**src/rtl/decode_cycle.sv**
```systemverilog
// decode_cycle: ID stage of the 5-stage RV32I pipeline.
// Contains the 32x32 register file (x0 reads as zero), the control decoder,
// the immediate generator and the ID/EX pipeline register.
// Optional build macro: DECODE_RF_BYPASS_EN. When it is defined, a write and a
// read of the same register in one cycle returns the new value (write-first).
// When it is undefined, the read returns the old contents.
module decode_cycle #(
   parameter int XLEN  = 32,
   parameter int NREGS = 32
) (
   input  logic            clk,
   input  logic            rst,
   input  logic [31:0]     InstrD,
   input  logic [XLEN-1:0] PCD,
   input  logic [XLEN-1:0] PCPlus4D,
   input  logic            RegWriteW,
   input  logic [4:0]      RDW,
   input  logic [XLEN-1:0] ResultW,
   input  logic            FlushE,
   output logic [4:0]      Rs1D,
   output logic [4:0]      Rs2D,
   output logic            RegWriteE,
   output logic [1:0]      ResultSrcE,
   output logic            MemWriteE,
   output logic            JumpE,
   output logic            BranchE,
   output logic [2:0]      ALUControlE,
   output logic            ALUSrcE,
   output logic [XLEN-1:0] RD1E,
   output logic [XLEN-1:0] RD2E,
   output logic [XLEN-1:0] ImmExtE,
   output logic [4:0]      RdE,
   output logic [4:0]      Rs1E,
   output logic [4:0]      Rs2E,
   output logic [XLEN-1:0] PCE,
   output logic [XLEN-1:0] PCPlus4E
);

   localparam logic [6:0] OP_LW   = 7'b0000011;
   localparam logic [6:0] OP_SW   = 7'b0100011;
   localparam logic [6:0] OP_R    = 7'b0110011;
   localparam logic [6:0] OP_IALU = 7'b0010011;
   localparam logic [6:0] OP_BEQ  = 7'b1100011;
   localparam logic [6:0] OP_JAL  = 7'b1101111;

   localparam logic [2:0] ALU_ADD = 3'b000;
   localparam logic [2:0] ALU_SUB = 3'b001;
   localparam logic [2:0] ALU_AND = 3'b010;
   localparam logic [2:0] ALU_OR  = 3'b011;
   localparam logic [2:0] ALU_SLT = 3'b101;

   logic [XLEN-1:0] regFile_r [NREGS];

   logic [6:0]      opcode_s;
   logic [2:0]      funct3_s;
   logic [4:0]      rd_s;
   logic            regWrite_s;
   logic [1:0]      resultSrc_s;
   logic            memWrite_s;
   logic            jump_s;
   logic            branch_s;
   logic            aluSrc_s;
   logic [2:0]      aluControl_s;
   logic [XLEN-1:0] immExt_s;
   logic [XLEN-1:0] rd1_s;
   logic [XLEN-1:0] rd2_s;

   assign opcode_s = InstrD[6:0];
   assign funct3_s = InstrD[14:12];
   assign rd_s     = InstrD[11:7];
   assign Rs1D     = InstrD[19:15];
   assign Rs2D     = InstrD[24:20];

   // Map funct3 to an ALU operation; sub only for R-type with funct7[5] set.
   function automatic logic [2:0] aluDecode(input logic [2:0] f3, input logic isR, input logic f7b5);
      logic [2:0] op;
      case (f3)
         3'b000:  op = (isR && f7b5) ? ALU_SUB : ALU_ADD;
         3'b010:  op = ALU_SLT;
         3'b110:  op = ALU_OR;
         3'b111:  op = ALU_AND;
         default: op = ALU_ADD;
      endcase
      return op;
   endfunction

   // Register file read. x0 is forced to zero; the bypass, when built in,
   // forwards a same-cycle writeback to the matching read port.
   function automatic logic [XLEN-1:0] rfRead(input logic [4:0] idx, input logic [XLEN-1:0] stored,
                                              input logic wen, input logic [4:0] wIdx,
                                              input logic [XLEN-1:0] wData);
      logic [XLEN-1:0] val;
      if (idx == 5'd0) begin
         val = '0;
      end else begin
`ifdef DECODE_RF_BYPASS_EN
         if (wen && (wIdx == idx)) begin
            val = wData;
         end else begin
            val = stored;
         end
`else
         val = stored;
`endif
      end
      return val;
   endfunction

   // Main decoder: control signals and immediate selected by opcode.
   always_comb begin
      regWrite_s   = 1'b0;
      resultSrc_s  = 2'b00;
      memWrite_s   = 1'b0;
      jump_s       = 1'b0;
      branch_s     = 1'b0;
      aluSrc_s     = 1'b0;
      aluControl_s = ALU_ADD;
      immExt_s     = '0;
      case (opcode_s)
         OP_LW: begin
            regWrite_s  = 1'b1;
            aluSrc_s    = 1'b1;
            resultSrc_s = 2'b01;
            immExt_s    = {{20{InstrD[31]}}, InstrD[31:20]};
         end
         OP_SW: begin
            memWrite_s = 1'b1;
            aluSrc_s   = 1'b1;
            immExt_s   = {{20{InstrD[31]}}, InstrD[31:25], InstrD[11:7]};
         end
         OP_R: begin
            regWrite_s   = 1'b1;
            aluControl_s = aluDecode(funct3_s, 1'b1, InstrD[30]);
         end
         OP_IALU: begin
            regWrite_s   = 1'b1;
            aluSrc_s     = 1'b1;
            aluControl_s = aluDecode(funct3_s, 1'b0, InstrD[30]);
            immExt_s     = {{20{InstrD[31]}}, InstrD[31:20]};
         end
         OP_BEQ: begin
            branch_s     = 1'b1;
            aluControl_s = ALU_SUB;
            immExt_s     = {{20{InstrD[31]}}, InstrD[7], InstrD[30:25], InstrD[11:8], 1'b0};
         end
         OP_JAL: begin
            regWrite_s  = 1'b1;
            jump_s      = 1'b1;
            resultSrc_s = 2'b10;
            immExt_s    = {{12{InstrD[31]}}, InstrD[19:12], InstrD[20], InstrD[30:21], 1'b0};
         end
         default: begin
            regWrite_s = 1'b0;
         end
      endcase
   end

   // Operand read ports feeding RD1E/RD2E.
   always_comb begin
      rd1_s = rfRead(Rs1D, regFile_r[Rs1D], RegWriteW, RDW, ResultW);
      rd2_s = rfRead(Rs2D, regFile_r[Rs2D], RegWriteW, RDW, ResultW);
   end

   // Register file write port; reset clears every entry, x0 is never written.
   always_ff @(posedge clk) begin
      if (rst) begin
         for (int i = 0; i < NREGS; i++) begin
            regFile_r[i] <= '0;
         end
      end else if (RegWriteW && (RDW != 5'd0)) begin
         regFile_r[RDW] <= ResultW;
      end
   end

   // ID/EX pipeline register; reset and flush both load an all-zero bubble.
   always_ff @(posedge clk) begin
      if (rst || FlushE) begin
         RegWriteE   <= 1'b0;
         ResultSrcE  <= 2'b00;
         MemWriteE   <= 1'b0;
         JumpE       <= 1'b0;
         BranchE     <= 1'b0;
         ALUControlE <= 3'b000;
         ALUSrcE     <= 1'b0;
         RD1E        <= '0;
         RD2E        <= '0;
         ImmExtE     <= '0;
         RdE         <= 5'd0;
         Rs1E        <= 5'd0;
         Rs2E        <= 5'd0;
         PCE         <= '0;
         PCPlus4E    <= '0;
      end else begin
         RegWriteE   <= regWrite_s;
         ResultSrcE  <= resultSrc_s;
         MemWriteE   <= memWrite_s;
         JumpE       <= jump_s;
         BranchE     <= branch_s;
         ALUControlE <= aluControl_s;
         ALUSrcE     <= aluSrc_s;
         RD1E        <= rd1_s;
         RD2E        <= rd2_s;
         ImmExtE     <= immExt_s;
         RdE         <= rd_s;
         Rs1E        <= Rs1D;
         Rs2E        <= Rs2D;
         PCE         <= PCD;
         PCPlus4E    <= PCPlus4D;
      end
   end

endmodule

```
**config.mk**
```make
export PLATFORM = sky130hd
export DESIGN_NAME = decode_cycle
export DESIGN_NICKNAME = d
export VERILOG_FILES = /design/src/rtl/decode_cycle.sv
export SDC_FILE = /design/constraint.sdc
export NUM_CORES = 2
export LEC_CHECK = 0
export BUFFER_PORTS_ARGS = -buffer_cell sky130_fd_sc_hd__clkbuf_2
export CAP_MARGIN = 30
export CORE_ASPECT_RATIO = 1.2
export CORE_MARGIN = 10
export CORE_UTILIZATION = 50
export CTS_BUF_LIST = sky130_fd_sc_hd__clkbuf_8
export CTS_CLUSTER_DIAMETER = 50
export DETAILED_ROUTE_END_ITERATION = 16
export PLACE_DENSITY = 0.78
export REMOVE_ABC_BUFFERS = 1
export SLEW_MARGIN = 20
export SYNTH_ARGS = -nofsm -noshare
export SYNTH_HDL_FRONTEND = slang
export SYNTH_SLANG_ARGS = --single-unit
```
**constraint.sdc**
```tcl
create_clock -name clk -period 4.35 [get_ports clk]
set_input_delay 0.87 -clock clk [delete_from_list [all_inputs] [get_ports clk]]
set_output_delay 0.87 -clock clk [all_outputs]
set_load 0.05 [all_outputs]
```
==> reports/results.tsv <==
metric	value	unit
synthesis.area	59240	µm²
slew_headroom	33.67	%
fillers	9049	
synth_seq_cells	1198	
ys_seq_area_share	57.78	%
synth.distinct_cells	49	
rows	138	
p_comb_share	11.8	%
yosys_most_used_dff	edfxtp_1	
avgSynthCellArea	14.41	µm²
drtIter0Drc	5497	
regArea	34230	µm²
drv_slew	0	
cts.htree.levels	4	
die_area	132700	µm²
multiInputGateArea	23250	µm²
yosys-top-cells-area	edfxtp_1 (52%), mux4_2 (15%), and2_1 (11%)	
synth_top_area_share	51.90	%
netSwitchingFraction	26.12	%
overflow	0	
syn_inst	4111	
first_pass_iters	6	
net-switching-power	6753	µW
whs	0.1764	ns
die_y	397.1	µm
core	117800	µm²
drt-total-wl	185.7	mm
placed_cell_area	62800	µm²
root_buffer	clkbuf_8	
timing_hold_violations_final	0	
hpwl	120.3	mm
io_pins	332	
min_period_over_period	66.67	%
cp.arrival	2.03	ns
viasPerCell	6.415	
grt_max_degree	55	
cts_buffers	181	
post_cts_buffers	0	
cp_max_fo	49	
grt_usage	27.45	%
vias	39025	
setup_viol	0	
wire_per_inst	30.52	µm
final_cell_mix	and2_1 (1082), edfxtp_1 (1024), mux4_2 (402), clkbuf_2 (325), mux2i_1 (292)	
seq_power_share	51.9	%
start_util	50.31	%
power.internal	19100	µW
drcViolationCount	0	
max_freq	0.3448	GHz
fin_area	66460	µm²
postRouteAntennaNets	0	
finalClockSkew	0.03401	ns
antenna_found_initial	14	
rsz0062_at_grt	no	
finalWeightedCongestion	0.9259	
layout_commonest_cell	and2_1	
cts_tree	yes	
syn_to_final_growth	12.18	%
end_kind	primary output	
cts_resized	0	
p_leak	0.02487	µW
yosysTopAreaCell	edfxtp_1	
fin_crit	2.900	ns
vdd_drop_max	0.0003082	V
power_density	389.0	nW/µm²
post-place-cells	5742	
status	completed	
async_flop_share	0	%
fin_cells	6083	
cts.sinks	1198	
pwr-share-clk	36.2	%
io_buffer_count	331	
fp.dieW	334.2	µm
insertion_delay	0.91	ns
cts_buffer_depth	3	
clk_transition_reported_paths	0.06	ns
synth_edf_count	1024	
worstPathRequired	3.48	ns
holdBufCountCts	0	
yosys_warnings	0	
max_cap_violations	0	
grt_pass1_wl	265.9	mm
drive_gt1_share	26.87	%
final_util	56.44	%
grt_pass1_vias	39625	
critPathLaunchType	input port	
hp-class	input port to flip-flop	
critPathKind	input port to primary output	
nNetsFinal	4523	
tightest_slew	0.9845	ns
## worst max-delay path, stage by stage
cell      delay, ns
buf_8          0.38
buf_12         0.40
clkbuf_2       0.36
## power by group through the flow
stage / clock network, µW / registers, µW / logic, µW
floorplan: 0 / 13800 / 1370
global placement: 0 / 13600 / 2980
detailed placement: 0 / 13600 / 3000
CTS: 9420 / 13400 / 3010
global route: 9910 / 13500 / 3170
finish: 9370 / 13400 / 3060
## cells by family after synthesis
kind of cell	Yosys count	share of synthesized area, %
other	1	0.006330
DFF	1198	57.78
buffers and inverters	437	3.402
and+or+nand+nor	1415	14.04
AOI/OAI and AO/OA	366	4.555
muxes	694	20.22
## stage by stage
stage / setup WS [ns] / setup TNS, ns / total power, µW
CTS: 1.372 / 0 / 25840
detailed placement: 0.8092 / 0 / 16650
finish: 1.450 / 0 / 25860
floorplan: -0.6500 / -7.800 / 15130
global route: 1.334 / 0 / 26550
global placement: 0.7683 / 0 / 16570
## cells in the mapped netlist, types with 38 or more instances
| cell | instances |
|---|---|
| and2_1 | 1082 |
| edfxtp_1 | 1024 |
| mux4_2 | 402 |
| clkbuf_1 | 295 |
| mux2i_1 | 292 |
| dfxtp_1 | 174 |
| nand2_1 | 137 |
| nor2_1 | 85 |
| a22oi_1 | 78 |
| buf_2 | 57 |
| o21ai_0 | 53 |
| a221oi_1 | 44 |
| buf_4 | 43 |
| a21oi_1 | 38 |
## metal layers
layer / up-vias / GRT usage, % / wire length [µm]
met3: 682 / 8.131 / 22990
li1: 15942 / - / -
met4: 18 / 15.48 / 11450
met2: 3027 / 45.24 / 89570
met5: - / 0 / 154
met1: 19356 / 31.98 / 61490
## flip-flops by register name, indices dropped and copies added, names as in the netlist, 3 cells and up
register and flops:
PCE 32, RD2E 32, Rs2E 5, Rs1E 5
ImmExtE 21, RdE 5, regFile_r 1024, ALUControlE 3
PCPlus4E 32, RD1E 32
## path summary, 6_finish.rpt
check	from	slack (ns)	depth (start not counted)	end
worst min-delay path	PCPlus4D[16]	0.18	2	PCPlus4E[16]$_SDFF_PP0_
worst max register to register	regFile_r[5][10]$_SDFFCE_PN0P_	2.22	4	RD1E[10]$_SDFF_PP0_
worst max-delay path	InstrD[20]	1.45	3	Rs2D[0]
worst min register to register	regFile_r[30][13]$_SDFFCE_PN0P_	0.75	4	RD2E[13]$_SDFF_PP0_
## final cells by class
| class | count | share of cell area, % |
|---|---|---|
| diodes | 6 | 0.02259 |
| inverters | 7 | 0.03953 |
| clock inverters | 133 | 1.280 |
| flip-flops and latches | 1198 | 51.51 |
| clock buffers | 201 | 4.162 |
| well taps | 1540 | 2.899 |
| multi-input cells | 2507 | 34.98 |
| repair buffers | 491 | 5.113 |
Power figures use the tool's default switching activity.
